### config.mk
export PLATFORM = sky130hd
export DESIGN_NAME = instr_encoder_loader
export DESIGN_NICKNAME = d
export VERILOG_FILES = /design/src/rtl/mips_isa_pkg.sv /design/src/rtl/instr_field_encoder.sv /design/src/rtl/instr_encoder_loader.sv
export SDC_FILE = /design/constraint.sdc
export NUM_CORES = 1
export LEC_CHECK = 0
export CAP_MARGIN = 20
export CORE_MARGIN = 2
export CORE_UTILIZATION = 52
export CTS_BUF_LIST = sky130_fd_sc_hd__clkbuf_4
export DETAILED_ROUTE_END_ITERATION = 6
export PLACE_DENSITY = 0.91
export REMOVE_ABC_BUFFERS = 1
export SLEW_MARGIN = 40
export SYNTH_ARGS = -nofsm -noshare
export SYNTH_HDL_FRONTEND = slang
export SYNTH_SLANG_ARGS = --single-unit
### constraint.sdc
create_clock -name clk -period 2.41 [get_ports clk]
set_input_delay 0.482 -clock clk [delete_from_list [all_inputs] [get_ports clk]]
set_output_delay 0.482 -clock clk [all_outputs]
set_load 0.005 [all_outputs]
### src/rtl/mips_isa_pkg.sv
// Shared MIPS ISA constants and loader types: opcodes/functs (common with the
// control decoder), the assembly op-class enum, loader error codes and FSM states.
package mips_isa_pkg;

  // Primary opcodes accepted by the single-cycle control decoder
  localparam logic [5:0] OPC_RTYPE = 6'b000000;
  localparam logic [5:0] OPC_BEQ   = 6'b000100;
  localparam logic [5:0] OPC_BNE   = 6'b000101;
  localparam logic [5:0] OPC_LW    = 6'b100011;
  localparam logic [5:0] OPC_SW    = 6'b101011;
  localparam logic [5:0] OPC_ADDI  = 6'b001000;
  localparam logic [5:0] OPC_LUI   = 6'b001111;
  localparam logic [5:0] OPC_J     = 6'b000010;

  localparam logic [5:0] FUNCT_SLT = 6'b101010;

  // Assembly-level op class presented on the loader input; 9..15 are illegal
  typedef enum logic [3:0] {
    OP_RTYPE = 4'd0,
    OP_SLT   = 4'd1,
    OP_BEQ   = 4'd2,
    OP_BNE   = 4'd3,
    OP_LW    = 4'd4,
    OP_SW    = 4'd5,
    OP_ADDI  = 4'd6,
    OP_LUI   = 4'd7,
    OP_J     = 4'd8
  } op_class_e;

  typedef enum logic [1:0] {
    ERR_NONE       = 2'd0,
    ERR_ILLEGAL_OP = 2'd1,
    ERR_IMM_RANGE  = 2'd2,
    ERR_MEM_FULL   = 2'd3
  } err_code_e;

  typedef enum logic [2:0] {
    ST_IDLE,
    ST_ACCEPT,
    ST_ENCODE,
    ST_WRITE,
    ST_DONE
  } load_state_e;

  // One captured program entry
  typedef struct packed {
    logic [3:0]  op;
    logic [4:0]  rs;
    logic [4:0]  rt;
    logic [4:0]  rd;
    logic [5:0]  funct;
    logic [31:0] imm;
    logic        last;
  } entry_t;

  // True when a 32-bit two's-complement value is representable in 16 bits:
  // the upper 17 bits must all equal the sign bit.
  function automatic logic fits_simm16(input logic [31:0] value);
    return (&value[31:15]) | ~(|value[31:15]);
  endfunction

endpackage

### src/rtl/instr_field_encoder.sv
// Combinational encoder: assembly fields -> 32-bit MIPS word plus
// illegal-op and immediate-range flags.
module instr_field_encoder
  import mips_isa_pkg::*;
(
  input  logic [3:0]  op,
  input  logic [4:0]  rs,
  input  logic [4:0]  rt,
  input  logic [4:0]  rd,
  input  logic [5:0]  funct,
  input  logic [31:0] imm,
  output logic [31:0] word,
  output logic        illegal,
  output logic        range_err
);

  // Select the instruction format and check the immediate for this op class
  always_comb begin
    // NOTE: every output gets a default first so no path leaves it unassigned (no latch).
    word      = '0;
    illegal   = 1'b0;
    range_err = 1'b0;
    case (op)
      OP_RTYPE: word = {OPC_RTYPE, rs, rt, rd, 5'd0, funct};
      OP_SLT:   word = {OPC_RTYPE, rs, rt, rd, 5'd0, FUNCT_SLT};
      OP_BEQ: begin
        word      = {OPC_BEQ, rs, rt, imm[15:0]};
        range_err = ~fits_simm16(imm);
      end
      OP_BNE: begin
        word      = {OPC_BNE, rs, rt, imm[15:0]};
        range_err = ~fits_simm16(imm);
      end
      OP_LW: begin
        word      = {OPC_LW, rs, rt, imm[15:0]};
        range_err = ~fits_simm16(imm);
      end
      OP_SW: begin
        word      = {OPC_SW, rs, rt, imm[15:0]};
        range_err = ~fits_simm16(imm);
      end
      OP_ADDI: begin
        word      = {OPC_ADDI, rs, rt, imm[15:0]};
        range_err = ~fits_simm16(imm);
      end
      OP_LUI: begin
        // LUI has no source register; rs is always encoded as zero
        word      = {OPC_LUI, 5'd0, rt, imm[15:0]};
        range_err = |imm[31:16];
      end
      OP_J: begin
        word      = {OPC_J, imm[25:0]};
        range_err = |imm[31:26];
      end
      default: illegal = 1'b1;
    endcase
  end

endmodule

### src/rtl/instr_encoder_loader.sv
// Program loader: accepts assembly entries over valid/ready, encodes each into
// a MIPS word and writes it to sequential instruction-memory addresses.
module instr_encoder_loader
  import mips_isa_pkg::*;
#(
  parameter int          ADDR_W    = 8,
  parameter int unsigned BASE_ADDR = 0
) (
  input  logic              clk,
  input  logic              rst_n,
  input  logic              start,
  input  logic              in_valid,
  output logic              in_ready,
  input  logic [3:0]        in_op,
  input  logic [4:0]        in_rs,
  input  logic [4:0]        in_rt,
  input  logic [4:0]        in_rd,
  input  logic [5:0]        in_funct,
  input  logic [31:0]       in_imm,
  input  logic              in_last,
  output logic              mem_we,
  output logic [ADDR_W-1:0] mem_addr,
  output logic [31:0]       mem_wdata,
  output logic              busy,
  output logic              done,
  output logic              err,
  output logic [1:0]        err_code,
  output logic [ADDR_W:0]   count
);

  localparam logic [ADDR_W-1:0] BASE      = ADDR_W'(BASE_ADDR);
  localparam logic [ADDR_W-1:0] LAST_ADDR = '1;

  load_state_e state, state_n;
  entry_t      entry_q;
  err_code_e   err_code_q;

  logic [31:0] enc_word;
  logic        enc_illegal;
  logic        enc_range_err;
  logic        reject;
  logic        at_last_addr;

  instr_field_encoder u_encoder (
    .op        (entry_q.op),
    .rs        (entry_q.rs),
    .rt        (entry_q.rt),
    .rd        (entry_q.rd),
    .funct     (entry_q.funct),
    .imm       (entry_q.imm),
    .word      (enc_word),
    .illegal   (enc_illegal),
    .range_err (enc_range_err)
  );

  assign reject       = enc_illegal | enc_range_err;
  assign at_last_addr = (mem_addr == LAST_ADDR);
  assign err_code     = err_code_q;

  // State register
  always_ff @(posedge clk) begin
    // NOTE: sequential state uses non-blocking assignments so every flop samples pre-edge values.
    if (!rst_n) state <= ST_IDLE;
    else        state <= state_n;
  end

  // Next-state logic and state-decoded handshake/status outputs
  always_comb begin
    state_n  = state;
    in_ready = 1'b0;
    mem_we   = 1'b0;
    busy     = 1'b1;
    done     = 1'b0;
    case (state)
      ST_IDLE: begin
        busy = 1'b0;
        if (start) state_n = ST_ACCEPT;
      end
      ST_ACCEPT: begin
        in_ready = 1'b1;
        if (in_valid) state_n = ST_ENCODE;
      end
      ST_ENCODE: begin
        if (reject) state_n = entry_q.last ? ST_DONE : ST_ACCEPT;
        else        state_n = ST_WRITE;
      end
      ST_WRITE: begin
        mem_we = 1'b1;
        // Finishing the top word without a last entry leaves nowhere to write
        if (entry_q.last || at_last_addr) state_n = ST_DONE;
        else                              state_n = ST_ACCEPT;
      end
      ST_DONE: begin
        busy = 1'b0;
        done = 1'b1;
        if (start) state_n = ST_ACCEPT;
      end
      default: begin
        busy    = 1'b0;
        state_n = ST_IDLE;
      end
    endcase
  end

  // Entry capture, word register, address/count and sticky error tracking
  always_ff @(posedge clk) begin
    if (!rst_n) begin
      entry_q    <= '0;
      mem_addr   <= BASE;
      mem_wdata  <= '0;
      count      <= '0;
      err        <= 1'b0;
      err_code_q <= ERR_NONE;
    end else begin
      case (state)
        ST_IDLE, ST_DONE: begin
          if (start) begin
            mem_addr   <= BASE;
            count      <= '0;
            err        <= 1'b0;
            err_code_q <= ERR_NONE;
          end
        end
        ST_ACCEPT: begin
          if (in_valid) begin
            entry_q <= '{op: in_op, rs: in_rs, rt: in_rt, rd: in_rd,
                         funct: in_funct, imm: in_imm, last: in_last};
          end
        end
        ST_ENCODE: begin
          if (reject) begin
            err <= 1'b1;
            if (err_code_q == ERR_NONE)
              err_code_q <= enc_illegal ? ERR_ILLEGAL_OP : ERR_IMM_RANGE;
          end else begin
            mem_wdata <= enc_word;
          end
        end
        ST_WRITE: begin
          mem_addr <= mem_addr + 1'b1;
          count    <= count + 1'b1;
          if (!entry_q.last && at_last_addr) begin
            err <= 1'b1;
            if (err_code_q == ERR_NONE) err_code_q <= ERR_MEM_FULL;
          end
        end
        default: ;
      endcase
    end
  end

endmodule

==> qor.txt, run 1 <==
Hpwl dp: 9253 µm
Starting density of the core: 52.76%
Post-synth EDFFs: 0
Sw Share: 27.31%
Post-synthesis async set-or-reset flop share: 0%
Top_reg_cell synth: dfxtp_1
RSZ-0062 raised after global routing: no
H-tree lvl count: 3
Max cap viols: 0
Syn avg cell area: 8.285 µm²
Dpl ws: 0.2007 ns
TritonCTS clock tree: built
Port Buffer Count: 116
TritonCTS Buffers: 9
Cells after Synth: 611
# diodes: 0
Critical path arrival: 1.75 ns
Yosys reg bits: 112
PnR Total Power: 0.003440 W
CP required: 1.93 ns
Largest net degree at the start of global routing: 46
Area leader, netlist: dfxtp_1
Post-DR vias/cell: 5.537
Slew headroom: 50.46%
Switching Power: 0.0009397 W
Hold_buf cts: 0
Layout area overhead: 28.35%
Sink Count: 112
Clock Power Share: 28.3%
# rows: 36
1st-iter DRT viols: 315
Die area: 10540 µm²
Core ar.: 9594 µm²
Total Nets Final: 777
Hold Slack: 0.4655 ns
P_int: 0.002501 W
Initial antenna violation count: 0
Die Height: 102.7 µm
Detail Route Antenna Nets: 0
I/O pin total: 118
# Post-CTS Setup Buffers: 0
Final core occ: 67.72%
Actual slew at the worst max-slew pin: 0.7398 ns
Clock Tree Buf Depth: 2
Final setup fails: 0
CTS clk-pin slew, worst paths: 0.16 ns
Latest clock arrival within the worst-skew pair: 0.47 ns
Max-slew violations: 0
Die Wd: 102.7 µm
Crit end category: output pin
Leakage: 2.537 nW
Outcome: finished, final reports clean
Layout cell share with drive strength beyond 1: 6.546%
Via count: 4712
Global-route wire length before repair: 20880 µm
Yosys top cell area share: 44.29%
Fmax: 447.2 MHz
Post-Syn Area: 5062 µm²
Sequential share of the synthesized area: 44.29%
Sequential share of power: 57.3%
Startpoint types: register
RD Place Congestion: 0.8209
Unique cell type count in the Yosys netlist: 49
Drt pass-1 iters: 7
GRT Overall Usage: 24.74%
Area contributors post-synth: dfxtp_1 44%, nand2_1 13%, a21boi_0 8.5%
CP max FO: 4
Most frequent cell after synthesis: nand2_1
Final Cycle Share: 92.79%
Comb power frac: 14.3%
Post-DR wirelength/cell: 15.06 µm
Fin worst setup slack: 0.1737 ns
Synth top cells by count: 169 x nand2_1, 112 x dfxtp_1, 57 x a21boi_0, 31 x a21oi_1, 29 x nand3_1
HP Class: reg -> reg
Power density over cell area: 529.5 nW/µm²
Final hold viol count: 0
Gr ovfl total: 0
Number of global-route vias before repair: 4591
CP Class: reg -> out
Worst vdd ir: 0.3048 mV
Tmin final: 2.236 ns
DRC: 0
Drt total wl: 12820 µm
Clk root buf: clkbuf_4
Ys Warns: 0
Clock Skew: 0.02340 ns
kinds of logic after synthesis:
logic type	Yosys count	synth area share, %
buf+inv	45	4.671
flops	112	44.29
other cells	1	0.07408
mux	9	1.780
fa+ha+maj	2	0.4942
simple gates	282	25.38
compound gates	160	23.31
worst max-delay path, stage by stage, from the launching register on:
cell	delay [ns]
dfxtp_1	0.46
nor2_1	0.11
nor2_1	0.19
clkdlybuf4s50_1	0.54
registers in the layout, summed over array words and instances (netlist names):
name and count:
err_code 2, count 9, state 3, mem_wdata 31, entry_q 58, mem_addr 8
err 1
path summary, 6_finish.rpt:
check,from,endpoint,slack [ns],cells after the start
worst max register to register,entry_q[17],mem_wdata[5],0.18,7
worst max-delay path,state[1],busy,0.17,3
worst min register to register,mem_wdata[10],mem_wdata[10],0.47,2
worst min-delay path,mem_wdata[10],mem_wdata[10],0.47,2
layer usage:
layer	up-vias	routed length [µm]	track usage (%)
li1	2293	-	-
met4	0	237	9.641
met2	201	6163	41.33
met1	2193	5473	31.68
met3	25	941	4.746
met5	-	0	0
through the flow:
stage | std cells | area (µm²) | TNS [ns]
2_1_floorplan | 569 | 4837 | -20.02
3_3_place_gp | 835 | 6341 | 0
3_5_place_dp | 835 | 6341 | 0
4_1_cts | 851 | 6490 | 0
5_1_grt | 851 | 6497 | 0
6_report | 851 | 6497 | 0
area by class of cell:
| class | instances | area [µm²] |
|---|---|---|
| clock buffers | 9 | 67.56 |
| inverters | 3 | 11.26 |
| well taps | 133 | 166.4 |
| fillers | 757 | 3097 |
| multi-input cells | 454 | 2599 |
| flip-flops and latches | 112 | 2243 |
| repair buffers | 133 | 1334 |
| clock inverters | 7 | 76.32 |
placed cells by master, fill, tap and decap left out, types with 2 or more instances in the layout:
cell             instances
nand2_1                168
clkdlybuf4s50_1        115
dfxtp_1                111
a21boi_0                57
a21oi_1                 31
nand3_1                 29
o211a_1                 23
nor2_1                  22
nor2b_1                 15
o21ai_0                 13
buf_4                   13
and2_1                  10
nand2b_1                10
o211ai_1                10
mux2i_1                  9
clkbuf_4                 9
a21boi_1                 7
and3_1                   6
a22oi_1                  6
nand4_1                  5
buf_12                   4
o21a_1                   3
inv_6                    3
clkinv_1                 2
nor3b_4                  2
inv_1                    2
nor4_1                   2
nor3_1                   2
nand4b_1                 2
ha_1                     2
repair_timing:
| item | CTS | global route |
|---|---|---|
| resized for setup | 1 | 2 |
| endpoints found under the setup margin | 1 | 3 |
| pin swaps | 0 | 0 |
power by group through the flow:
stage	registers [W]	logic, W	clock network (W)
after floorplan	0.00200	0.000219	0
after global placement	0.00200	0.000471	0
after detailed placement	0.00201	0.000485	0
after CTS	0.00197	0.000489	0.000983
after global routing	0.00198	0.000539	0.00105
final	0.00197	0.000493	0.000975
(Power assumes the default switching activity.)
==> run 2, diff against run 1 <==
--- a/config.mk
+++ b/config.mk
@@ -7,10 +7,9 @@
 export LEC_CHECK = 0
 export CAP_MARGIN = 20
 export CORE_MARGIN = 2
-export CORE_UTILIZATION = 52
-export CTS_BUF_LIST = sky130_fd_sc_hd__clkbuf_4
+export CORE_UTILIZATION = 50
 export DETAILED_ROUTE_END_ITERATION = 6
-export PLACE_DENSITY = 0.91
+export PLACE_DENSITY = 0.88
 export REMOVE_ABC_BUFFERS = 1
 export SLEW_MARGIN = 40
 export SYNTH_ARGS = -nofsm -noshare
==> run 2 against run 1 <==
Final cell count down 0.24%; power is 3.1% higher; sequential cell count unchanged; die area up 3.8%; fmax fell by 1.7%; largest cell class unchanged; clock skew down 0.012 ns; sequential share of layout area decreased by 0.16 points; final area up 0.40%; highest routed layer unchanged; register-to-register slack got worse by 0.05 ns; count of clock-buffer cells in the layout up 2; non-clock buffer count fell by 2; routed wire length decreased by 3.2%.
==> qor.txt, run 2 (synthesis results as in run 1) <==
Drt pass-1 iters: 5 (-2)
Filler cell count: 834 (+10%)
Max layer used: met4
TritonCTS clock tree: built
Die Wd: 104.6 µm (+1.9%)
Met2 Wirelength: 5934 µm (-3.7%)
M1 WL: 5668 µm (+3.6%)
Hpwl dp: 8918 µm (-3.6%)
1st-iter DRT viols: 246 (-22%)
Detail Route Antenna Nets: 0 (unchanged)
Slowest stage cell on the critical path: dfxtp_1
GRT Overall Usage: 22.72% (-2.0 points)
Worst vdd ir: 0.2806 mV (-7.9%)
Most frequent cells in the layout: 168 x nand2_1, 115 x clkdlybuf4s50_1, 112 x dfxtp_1
I/O pin total: 118 (unchanged)
Max reg flops: 58 (unchanged)
Slew headroom: 53.28% (+2.8 points)
Placed Area: 6326 µm² (-0.24%)
Crit path buffers/inverters: 1 (unchanged)
Layout cell share with drive strength beyond 1: 6.145% (-0.40 points)
Final hold viol count: 0 (unchanged)
Core ar.: 9819 µm² (+2.3%)
Final core occ: 66.44% (-1.3 points)
H-tree lvl count: 3 (unchanged)
Latest clock arrival within the worst-skew pair: 0.37 ns (-0.10 ns)
Hold_buf cts: 0 (unchanged)
Layout area overhead: 28.87%
Drt total wl: 12400 µm (-3.2%)
CTS clk-pin slew, worst paths: 0.11 ns (-0.05 ns)
Top reg by flops: entry_q
# diodes: 0 (unchanged)
Clock Skew: 0.01149 ns (-0.01191 ns)
Post-DR wirelength/cell: 14.61 µm (-3.0%)
Hold Slack: 0.4642 ns (-0.001265 ns)
Port Buffer Count: 116 (unchanged)
CP Class: reg -> reg
Die area: 10950 µm² (+3.8%)
CP max FO: 25 (+21)
Sink Count: 112 (unchanged)
Number of global-route vias before repair: 4389 (-4.4%)
DRC: 0 (unchanged)
Most common cell after layout, fill and taps aside: nand2_1
Leakage: 2.537 nW (about the same)
Starting density of the core: 51.55% (-1.2 points)
Power density over cell area: 544.0 nW/µm² (+2.7%)
Top delay family on crit path: simple AND/OR/NAND/NOR gates
Final Cycle Share: 94.44% (+1.6 points)
Crit end category: register
Max-slew violations: 0 (unchanged)
Total Nets Final: 775 (-0.26%)
Critical path arrival: 2.54 ns (+0.79 ns)
Tmin final: 2.276 ns (+0.03969 ns)
Post-DR vias/cell: 5.441 (-1.7%)
# rows: 36 (unchanged)
Clk root buf: clkbuf_8
CP required: 2.67 ns (+0.74 ns)
Fmax: 439.4 MHz (-1.7%)
Final setup fails: 0 (unchanged)
Gr ovfl total: 0 (unchanged)
Max incr delay on CP: 0.61 ns (+0.07 ns)
Via count: 4619 (-2.0%)
Clock Tree Buf Depth: 2 (unchanged)
HP Class: reg -> reg
FF-to-FF setup slack: 0.13 ns (-0.05 ns)
Startpoint types: register
Global-route wire length before repair: 20720 µm (-0.76%)
Final instance area: 6524 µm² (+0.40%)
Die Height: 104.6 µm (+1.9%)
Outcome: finished, final reports clean
RSZ-0062 raised after global routing: no
TritonCTS Buffers: 9 (unchanged)
Biggest regs: entry_q: 58 flops, mem_wdata: 31 flops, count: 9 flops
RD Place Congestion: 0.8300 (+1.1%)
DR WL met3: 635 µm (-33%)
# Post-CTS Setup Buffers: 0 (unchanged)
Actual slew at the worst max-slew pin: 0.6982 ns (-0.04154 ns)
Max cap viols: 0 (unchanged)
Largest net degree at the start of global routing: 60 (+30%)
Initial antenna violation count: 0 (unchanged)
CP cell instances: nor2_4 -> nor2_1 -> o311ai_2 -> o211a_2 -> buf_4 -> or3_4 -> mux2i_1
[run 2: cell types whose count changed in the layout (fill, tap and decap cells not counted), sizes merged]
| cell | previous run | this run |
|---|---|---|
| buf | 18 | 16 |
| bufinv | 1 | 0 |
| clkbuf | 9 | 11 |
| clkinv | 3 | 2 |
| clkinvlp | 0 | 1 |
| inv | 6 | 5 |
[run 2: stage by stage]
step / power [W] / setup WS [ns] / std cells / TNS [ns]
6_report: 0.003549 / 0.1340 / 849 / 0
5_1_grt: 0.003689 / 0.05411 / 849 / 0
4_1_cts: 0.003554 / 0.1171 / 849 / 0
3_5_place_dp: 0.002490 / 0.1685 / 833 / 0
3_3_place_gp: 0.002476 / 0.2765 / 833 / 0
2_1_floorplan: 0.002220 / -0.3517 / 569 / -20.02
[run 2: worst paths after layout]
check,start,endpoint,depth (start not counted)
max,entry_q[55],err_code[0],7
min reg2reg,mem_wdata[7],mem_wdata[7],2
min,mem_wdata[7],mem_wdata[7],2
max reg2reg,entry_q[55],err_code[0],7
[run 2: metal layers]
metal	GRT usage [%]	up-vias
met5	0	-
met2	38.56	138
met4	6.952	0
met3	3.493	15
li1	-	2287
met1	29.83	2179
[run 2: what timing repair did]
action | in CTS | in global routing
hold endpoints to repair | 0 | 0
gates resized for setup | 0 | 1
endpoints found under the setup margin | 0 | 3
[run 2: final cells by class]
class	count	area (µm²)	area share [%]
Inverter	3	11.26	0.1726
Clock inverter	5	50.05	0.7672
Timing Repair Buffer	131	1319	20.21
Sequential cell	112	2242	34.37
Multi-Input combinational cell	454	2594	39.76
Clock buffer	11	141.4	2.167
Tap cell	133	166.4	2.551
[run 2: tightest hold or removal path, delay by kind of cell (launching register included)]
family | cells | cell delay, ns
DFF | 1 | 0.33
AOI/OAI and AO/OA | 1 | 0.05
and+or+nand+nor | 1 | 0.05
[run 2: power by group]
group	internal [W]	leakage [nW]	switching (W)	total, W
clock	0.000426	0.0937	0.000669	0.00110
combinational	0.000250	1.54	0.000235	0.000486
sequential	0.00191	0.907	0.0000543	0.00197
total	0.00259	2.54	0.000959	0.00355
